File: src/rtl/resource_pool_manager.sv
// resource_pool_manager
//   NUM_POOLS independent WIDTH-bit resource counters, each loaded with
//   INIT_VALUE on reset. Serves one CONSUME / REFILL / RELOAD / QUERY
//   request at a time, with optional periodic self-regeneration of one pool.
//
// Ports
//   clk         system clock, all state on the rising edge
//   reset       asynchronous, active-low reset
//   req_valid   request present
//   req_ready   block can accept a request (high only in IDLE)
//   req_pool    target pool index (out-of-range indices are rejected)
//   req_op      00 CONSUME, 01 REFILL, 10 RELOAD, 11 QUERY
//   req_amount  operand for CONSUME / REFILL
//   resp_valid  response present (high only in RESP)
//   resp_ready  consumer accepts the response
//   resp_ok     operation succeeded without clip or reject
//   resp_level  target pool level after the operation (0 for a bad index)
//   level_flat  all levels, pool i at [i*WIDTH +: WIDTH]
//   empty       per pool, level == 0
//   low         per pool, level < LOW_THRESH
//   dbg_state   current FSM state (0 IDLE, 1 EXEC, 2 RESP)
//
// Handshake: a transfer happens on a rising edge where valid && ready are
// both high. Once resp_valid is raised, resp_ok and resp_level hold until
// the edge on which resp_ready is seen high.
module resource_pool_manager #(
  parameter int              NUM_POOLS    = 3,
  parameter int              WIDTH        = 8,
  parameter logic [WIDTH-1:0] INIT_VALUE  = '1,
  parameter int              LOW_THRESH   = 4,
  parameter int              REGEN_PERIOD = 0,
  parameter int              REGEN_POOL   = 0,
  localparam int             PW = (NUM_POOLS > 1) ? $clog2(NUM_POOLS) : 1
) (
  input  logic                       clk,
  input  logic                       reset,
  input  logic                       req_valid,
  output logic                       req_ready,
  input  logic [PW-1:0]              req_pool,
  input  logic [1:0]                 req_op,
  input  logic [WIDTH-1:0]           req_amount,
  output logic                       resp_valid,
  input  logic                       resp_ready,
  output logic                       resp_ok,
  output logic [WIDTH-1:0]           resp_level,
  output logic [NUM_POOLS*WIDTH-1:0] level_flat,
  output logic [NUM_POOLS-1:0]       empty,
  output logic [NUM_POOLS-1:0]       low,
  output logic [1:0]                 dbg_state
);

  typedef enum logic [1:0] {
    S_IDLE = 2'd0,
    S_EXEC = 2'd1,
    S_RESP = 2'd2
  } state_t;

  localparam logic [1:0] OP_CONSUME = 2'b00;
  localparam logic [1:0] OP_REFILL  = 2'b01;
  localparam logic [1:0] OP_RELOAD  = 2'b10;

  localparam int              RCW   = (REGEN_PERIOD > 1) ? $clog2(REGEN_PERIOD) : 1;
  localparam logic [RCW-1:0]  RLAST = (REGEN_PERIOD > 0) ? RCW'(REGEN_PERIOD - 1) : '0;
  localparam logic [PW-1:0]   RPOOL = PW'(REGEN_POOL);

  state_t           state_q, state_nxt;
  logic [PW-1:0]    cap_pool;
  logic [1:0]       cap_op;
  logic [WIDTH-1:0] cap_amount;
  logic [WIDTH-1:0] levels    [NUM_POOLS];
  logic [WIDTH-1:0] level_nxt [NUM_POOLS];
  logic [RCW-1:0]   rcnt, rcnt_nxt;
  logic             pending, pending_nxt;

  // Operation result for the captured request.
  logic [WIDTH-1:0] cur_level, exec_level;
  logic [WIDTH:0]   refill_sum;
  logic             exec_ok, pool_valid;

  // Regeneration.
  logic             regen_tick, exec_hits_regen;
  logic [1:0]       regen_add;
  logic [WIDTH+1:0] regen_sum;
  logic [WIDTH-1:0] regen_level;

  // ---------------- FSM: state register ----------------
  always_ff @(posedge clk or negedge reset) begin
    if (!reset) state_q <= S_IDLE;
    else        state_q <= state_nxt;
  end

  // ---------------- FSM: next state ----------------
  always_comb begin
    state_nxt = state_q;
    case (state_q)
      S_IDLE:  if (req_valid) state_nxt = S_EXEC;
      S_EXEC:  state_nxt = S_RESP;
      S_RESP:  if (resp_ready) state_nxt = S_IDLE;
      default: state_nxt = S_IDLE;
    endcase
  end

  // ---------------- FSM: outputs ----------------
  always_comb begin
    req_ready  = (state_q == S_IDLE);
    resp_valid = (state_q == S_RESP);
    dbg_state  = state_q;
  end

  // ---------------- request capture ----------------
  always_ff @(posedge clk or negedge reset) begin
    if (!reset) begin
      cap_pool   <= '0;
      cap_op     <= '0;
      cap_amount <= '0;
    end else if (state_q == S_IDLE && req_valid) begin
      cap_pool   <= req_pool;
      cap_op     <= req_op;
      cap_amount <= req_amount;
    end
  end

  // ---------------- operation evaluation ----------------
  always_comb begin
    cur_level  = '0;
    pool_valid = 1'b0;
    for (int i = 0; i < NUM_POOLS; i++) begin
      if (cap_pool == PW'(i)) begin
        cur_level  = levels[i];
        pool_valid = 1'b1;
      end
    end
    // One extra bit so a refill overflow is visible instead of wrapping.
    refill_sum = {1'b0, cur_level} + {1'b0, cap_amount};
    exec_level = cur_level;
    exec_ok    = 1'b1;
    case (cap_op)
      OP_CONSUME: begin
        // All-or-nothing: an over-draw leaves the level untouched.
        if (cap_amount <= cur_level) exec_level = cur_level - cap_amount;
        else                         exec_ok    = 1'b0;
      end
      OP_REFILL: begin
        if (refill_sum[WIDTH]) begin
          exec_level = '1;
          exec_ok    = 1'b0;
        end else begin
          exec_level = refill_sum[WIDTH-1:0];
        end
      end
      OP_RELOAD: exec_level = INIT_VALUE;
      default:   exec_level = cur_level;
    endcase
    if (!pool_valid) begin
      exec_level = '0;
      exec_ok    = 1'b0;
    end
  end

  // ---------------- regeneration ----------------
  // A tick that collides with an EXEC write to the regenerating pool is
  // parked in 'pending' and applied on the following edge, so the op's
  // result is stored first and the tick is never dropped.
  always_comb begin
    regen_tick      = (REGEN_PERIOD > 0) && (rcnt == RLAST);
    rcnt_nxt        = (REGEN_PERIOD > 0 && !regen_tick) ? rcnt + RCW'(1) : '0;
    regen_add       = {1'b0, regen_tick} + {1'b0, pending};
    exec_hits_regen = (state_q == S_EXEC) && pool_valid && (cap_pool == RPOOL);
    pending_nxt     = exec_hits_regen && (regen_add != 2'd0);
    regen_sum       = {2'b00, levels[REGEN_POOL]} + {{WIDTH{1'b0}}, regen_add};
    regen_level     = (regen_sum[WIDTH+1:WIDTH] != 2'b00) ? '1 : regen_sum[WIDTH-1:0];
  end

  // ---------------- level next-state ----------------
  always_comb begin
    for (int i = 0; i < NUM_POOLS; i++) level_nxt[i] = levels[i];
    level_nxt[REGEN_POOL] = regen_level;
    // The EXEC write overrides regeneration on the same pool.
    if (state_q == S_EXEC && pool_valid) begin
      for (int i = 0; i < NUM_POOLS; i++) begin
        if (cap_pool == PW'(i)) level_nxt[i] = exec_level;
      end
    end
  end

  always_ff @(posedge clk or negedge reset) begin
    if (!reset) begin
      for (int i = 0; i < NUM_POOLS; i++) levels[i] <= INIT_VALUE;
      rcnt    <= '0;
      pending <= 1'b0;
    end else begin
      for (int i = 0; i < NUM_POOLS; i++) levels[i] <= level_nxt[i];
      rcnt    <= rcnt_nxt;
      pending <= pending_nxt;
    end
  end

  // ---------------- response registers ----------------
  always_ff @(posedge clk or negedge reset) begin
    if (!reset) begin
      resp_ok    <= 1'b0;
      resp_level <= '0;
    end else if (state_q == S_EXEC) begin
      resp_ok    <= exec_ok;
      resp_level <= exec_level;
    end
  end

  // ---------------- status decode ----------------
  always_comb begin
    level_flat = '0;
    empty      = '0;
    low        = '0;
    for (int i = 0; i < NUM_POOLS; i++) begin
      level_flat[i*WIDTH +: WIDTH] = levels[i];
      empty[i] = (levels[i] == '0);
      low[i]   = (int'(levels[i]) < LOW_THRESH);
    end
  end

endmodule

File: config.mk
export PLATFORM = sky130hd
export DESIGN_NAME = resource_pool_manager
export DESIGN_NICKNAME = d
export VERILOG_FILES = /design/src/rtl/resource_pool_manager.sv
export SDC_FILE = /design/constraint.sdc
export NUM_CORES = 1
export LEC_CHECK = 0
export CAP_MARGIN = 40
export CORE_UTILIZATION = 50
export CTS_BUF_LIST = sky130_fd_sc_hd__clkbuf_16
export DETAILED_ROUTE_END_ITERATION = 6
export PLACE_DENSITY = 0.76
export SLEW_MARGIN = 20
export SYNTH_ARGS = -nofsm -noshare
export SYNTH_HDL_FRONTEND = slang
export SYNTH_SLANG_ARGS = --single-unit
File: constraint.sdc
create_clock -name clk -period 7.5 [get_ports clk]
set_clock_uncertainty 0.15 [all_clocks]
set_input_delay 0.75 -clock clk [delete_from_list [all_inputs] [get_ports clk]]
set_output_delay 0.75 -clock clk [all_outputs]
set_load 0.05 [all_outputs]
==> impl_metrics.tcl <==
set metrics [dict create \
    drcViolationCount 0 \
    cts_tree "built" \
    synth_cells 370 \
    grt_pass1_vias 2848 \
    dp_hpwl_um 6940 \
    synth_compound_area_share_pct 22.7 \
    postCtsResizedCells 0 \
    min_path_type "in2async" \
    rsz0062_at_grt "no" \
    ant_nets 0 \
    drv_cap 0 \
    hold_viol 0 \
    ys_ff_latch 48 \
    synth_top_family_by_area "compound AO/OA/AOI/OAI gates" \
    outcome "completed" \
    min_period_over_period_pct 54.0 \
    path_max_fanout 15 \
    post-route-min-period_ns 4.05 \
    dieHeight_um 83.7 \
    drive_gt1_share_pct 14.8 \
    avgSynthCellArea_um2 9.02 \
    synth_area_leaders "dfstp_2 (19%), dfrtp_1 (18%), ha_1 (7.1%)" \
    synth_top_area_share_pct 18.9 \
    syn_nets 407 \
    slew_violations 0 \
    grt_usage_pct 27.0 \
    vias_per_cell 5.95 \
    cp.required_ns 7.50 \
    yosys.area.top_type "dfstp_2" \
    path_clk_slew_ns 0.07 \
    core_area_um2 6390 \
    clkSinkCount 48 \
    postCtsHoldBufs 0 \
    gp_congestion 0.875 \
    antenna_found_initial 0 \
    worst_setup_path_end_kind "register" \
    tns_ns 0 \
    worstSkewPairLatency_ns 0.29 \
    async_flop_share_pct 100 \
    clock.fmax_mhz 247 \
    yosys.area_share.simple_pct 19.8 \
    synth_edf_count 0 \
    die_w_um 83.7 \
    synth_warnings 0 \
    synth_area_um2 3340 \
    dr.pass1.iters 5 \
    cts_root_buffer "clkbuf_16" \
    cp.arrival_ns 4.05 \
    placed_cells_incl_taps 488 \
    h-tree-depth 2 \
    grt_max_degree 30 \
    cts_buffers 5 \
    setup_viol 0 \
    cts_setup_buffers 0 \
    initial_core_util_pct 52.2 \
    die_area_um2 7000 \
    rows 29 \
    grt_overflow 0 \
    critPathKind "reg2reg" \
    ys_seq_area_share_pct 36.9 \
    vias 2953 \
    drt-total-wl_um 9020 \
    fill_cells 545 \
    ioPinCount 59 \
    instances_no_fill 496 \
    drtIter0Drc 251 \
    fin_nets 455 \
    tightestPinTransition_ns 0.760 \
    startpoint_type "register" \
    synth_fa_ha_area_share_pct 8.33 \
    portBuffers 58 \
    synth_xor_area_share_pct 1.31 \
    ys.flop_type "dfstp_2" \
    grt_pass1_wl_um 14800 \
    yosysUniqueCellTypes 64 \
    synthMuxAreaShare_pct 5.74 \
    antenna_cells 0 \
    seq_area_um2 1230 \
    slew_headroom_pct 48.8 \
    multi_input_area_um2 1930 \
    clk_path_buf_depth 2 \
    area.growth.synth_to_final_pct 23.2 \
    avgRoutedWirePerCell_um 18.2 \
]
[state kept, by name (all words and copies together), names as in the netlist]
name,count
level_flat,24
cap_amount,8
resp_level,8
cap_op,2
cap_pool,2
dbg_state,2
pending,1
resp_ok,1
[Yosys cell counts, types with 5 or more instances]
library cell / n
inv_1: 21
nor3b_1: 6
ha_1: 19
mux2i_1: 9
clkbuf_1: 8
nor3_1: 9
buf_2: 8
nor2_1: 20
nand3_1: 9
a31oi_1: 5
nand2_1: 46
dfrtp_1: 24
nand3b_1: 5
o21ai_0: 41
o211ai_1: 5
dfstp_2: 24
o31ai_1: 9
mux2_2: 9
a21oi_1: 14
[worst paths after layout]
path / slack, ns / cells past startpoint / end / startpoint
setup / recovery: 3.45 / 12 / resp_level[2] / cap_pool[0]
hold reg to reg: 0.34 / 1 / pending / pending
setup reg to reg: 3.45 / 12 / resp_level[2] / cap_pool[0]
min in group clk: 0.34 / 1 / pending / pending
hold / removal: 0.26 / 1 / resp_level[3] / reset
max in group asynchronous: 6.35 / 2 / level_flat[6] / reset
[layer usage]
| layer | wire [um] | share of wire (%) | vias up | track usage [%] |
|---|---|---|---|---|
| li1 | - | - | 1435 | - |
| met1 | 4360 | 48 | 1418 | 38.3 |
| met2 | 4190 | 46 | 91 | 44.2 |
| met3 | 385 | 4.3 | 9 | 3.26 |
| met4 | 89 | 0.99 | 0 | 6.32 |
| met5 | 0 | 0 | - | 0 |
[area by class of cell]
cell class | count | area share [%]
clock buffers | 5 | 3.05
clock inverters | 3 | 1.04
inverters | 21 | 1.92
multi-input cells | 282 | 47.0
flip-flops and latches | 48 | 30.0
well taps | 77 | 2.34
repair buffers | 60 | 14.7
[layout by cell type (no fill, tap or decap), types with 3 or more instances in the layout]
cell type	synthesis	final
o21ai_0	41	41
nor3b_1	6	6
dfrtp_1	24	24
or4_1	4	4
and2_1	4	4
mux2_2	9	9
mux2i_1	9	9
clkbuf_16	0	5
a31oi_1	5	5
o31ai_1	9	9
dfstp_2	24	24
o211ai_1	5	5
xnor2_1	3	3
ha_1	19	19
nand2b_1	4	4
nand2_1	46	46
nor2b_1	3	3
a21oi_1	14	14
inv_1	21	21
clkdlybuf4s50_1	0	57
nand3_1	9	9
nand3b_1	5	5
a32oi_1	3	3
nor3_1	9	9
o21a_1	3	3
a211oi_1	4	4
nor2_1	20	20
[metrics by stage]
step	hold WS (ns)	area [um^2]	setup WS (ns)	util [%]
after floorplan	0.304	3340	3.21	-
final	0.259	4110	3.45	64.3
after CTS	0.274	4110	3.49	64.3
after detailed placement	0.328	3940	3.51	61.7
after global placement	0.315	3920	3.64	61.4
after global routing	0.290	4110	3.12	64.3
[worst max-delay path: stages (launching register included)]
cell	delay, ns
dfrtp_1	0.61
nor2b_1	0.57
nand2_1	0.10
o21ai_0	0.13
inv_1	0.12
ha_1	0.23
fa_1	0.41
nand3b_1	0.28
a31o_1	0.26
a21oi_1	0.38
a32oi_1	0.12
mux2i_1	0.41
o31ai_1	0.14
[cell families (layout without fill, tap and decap cells)]
logic type      Yosys count  in the layout
mux                      18             18
buf+inv                  40             89
simple gates            128            128
flops                    48             48
xor+xnor                  5              5
fa+ha+maj                21             21
compound gates          110            110
Power is left out: the tool's default activity adds up to more than one toggle a clock period on the data nets, which glitch-free logic cannot reach.
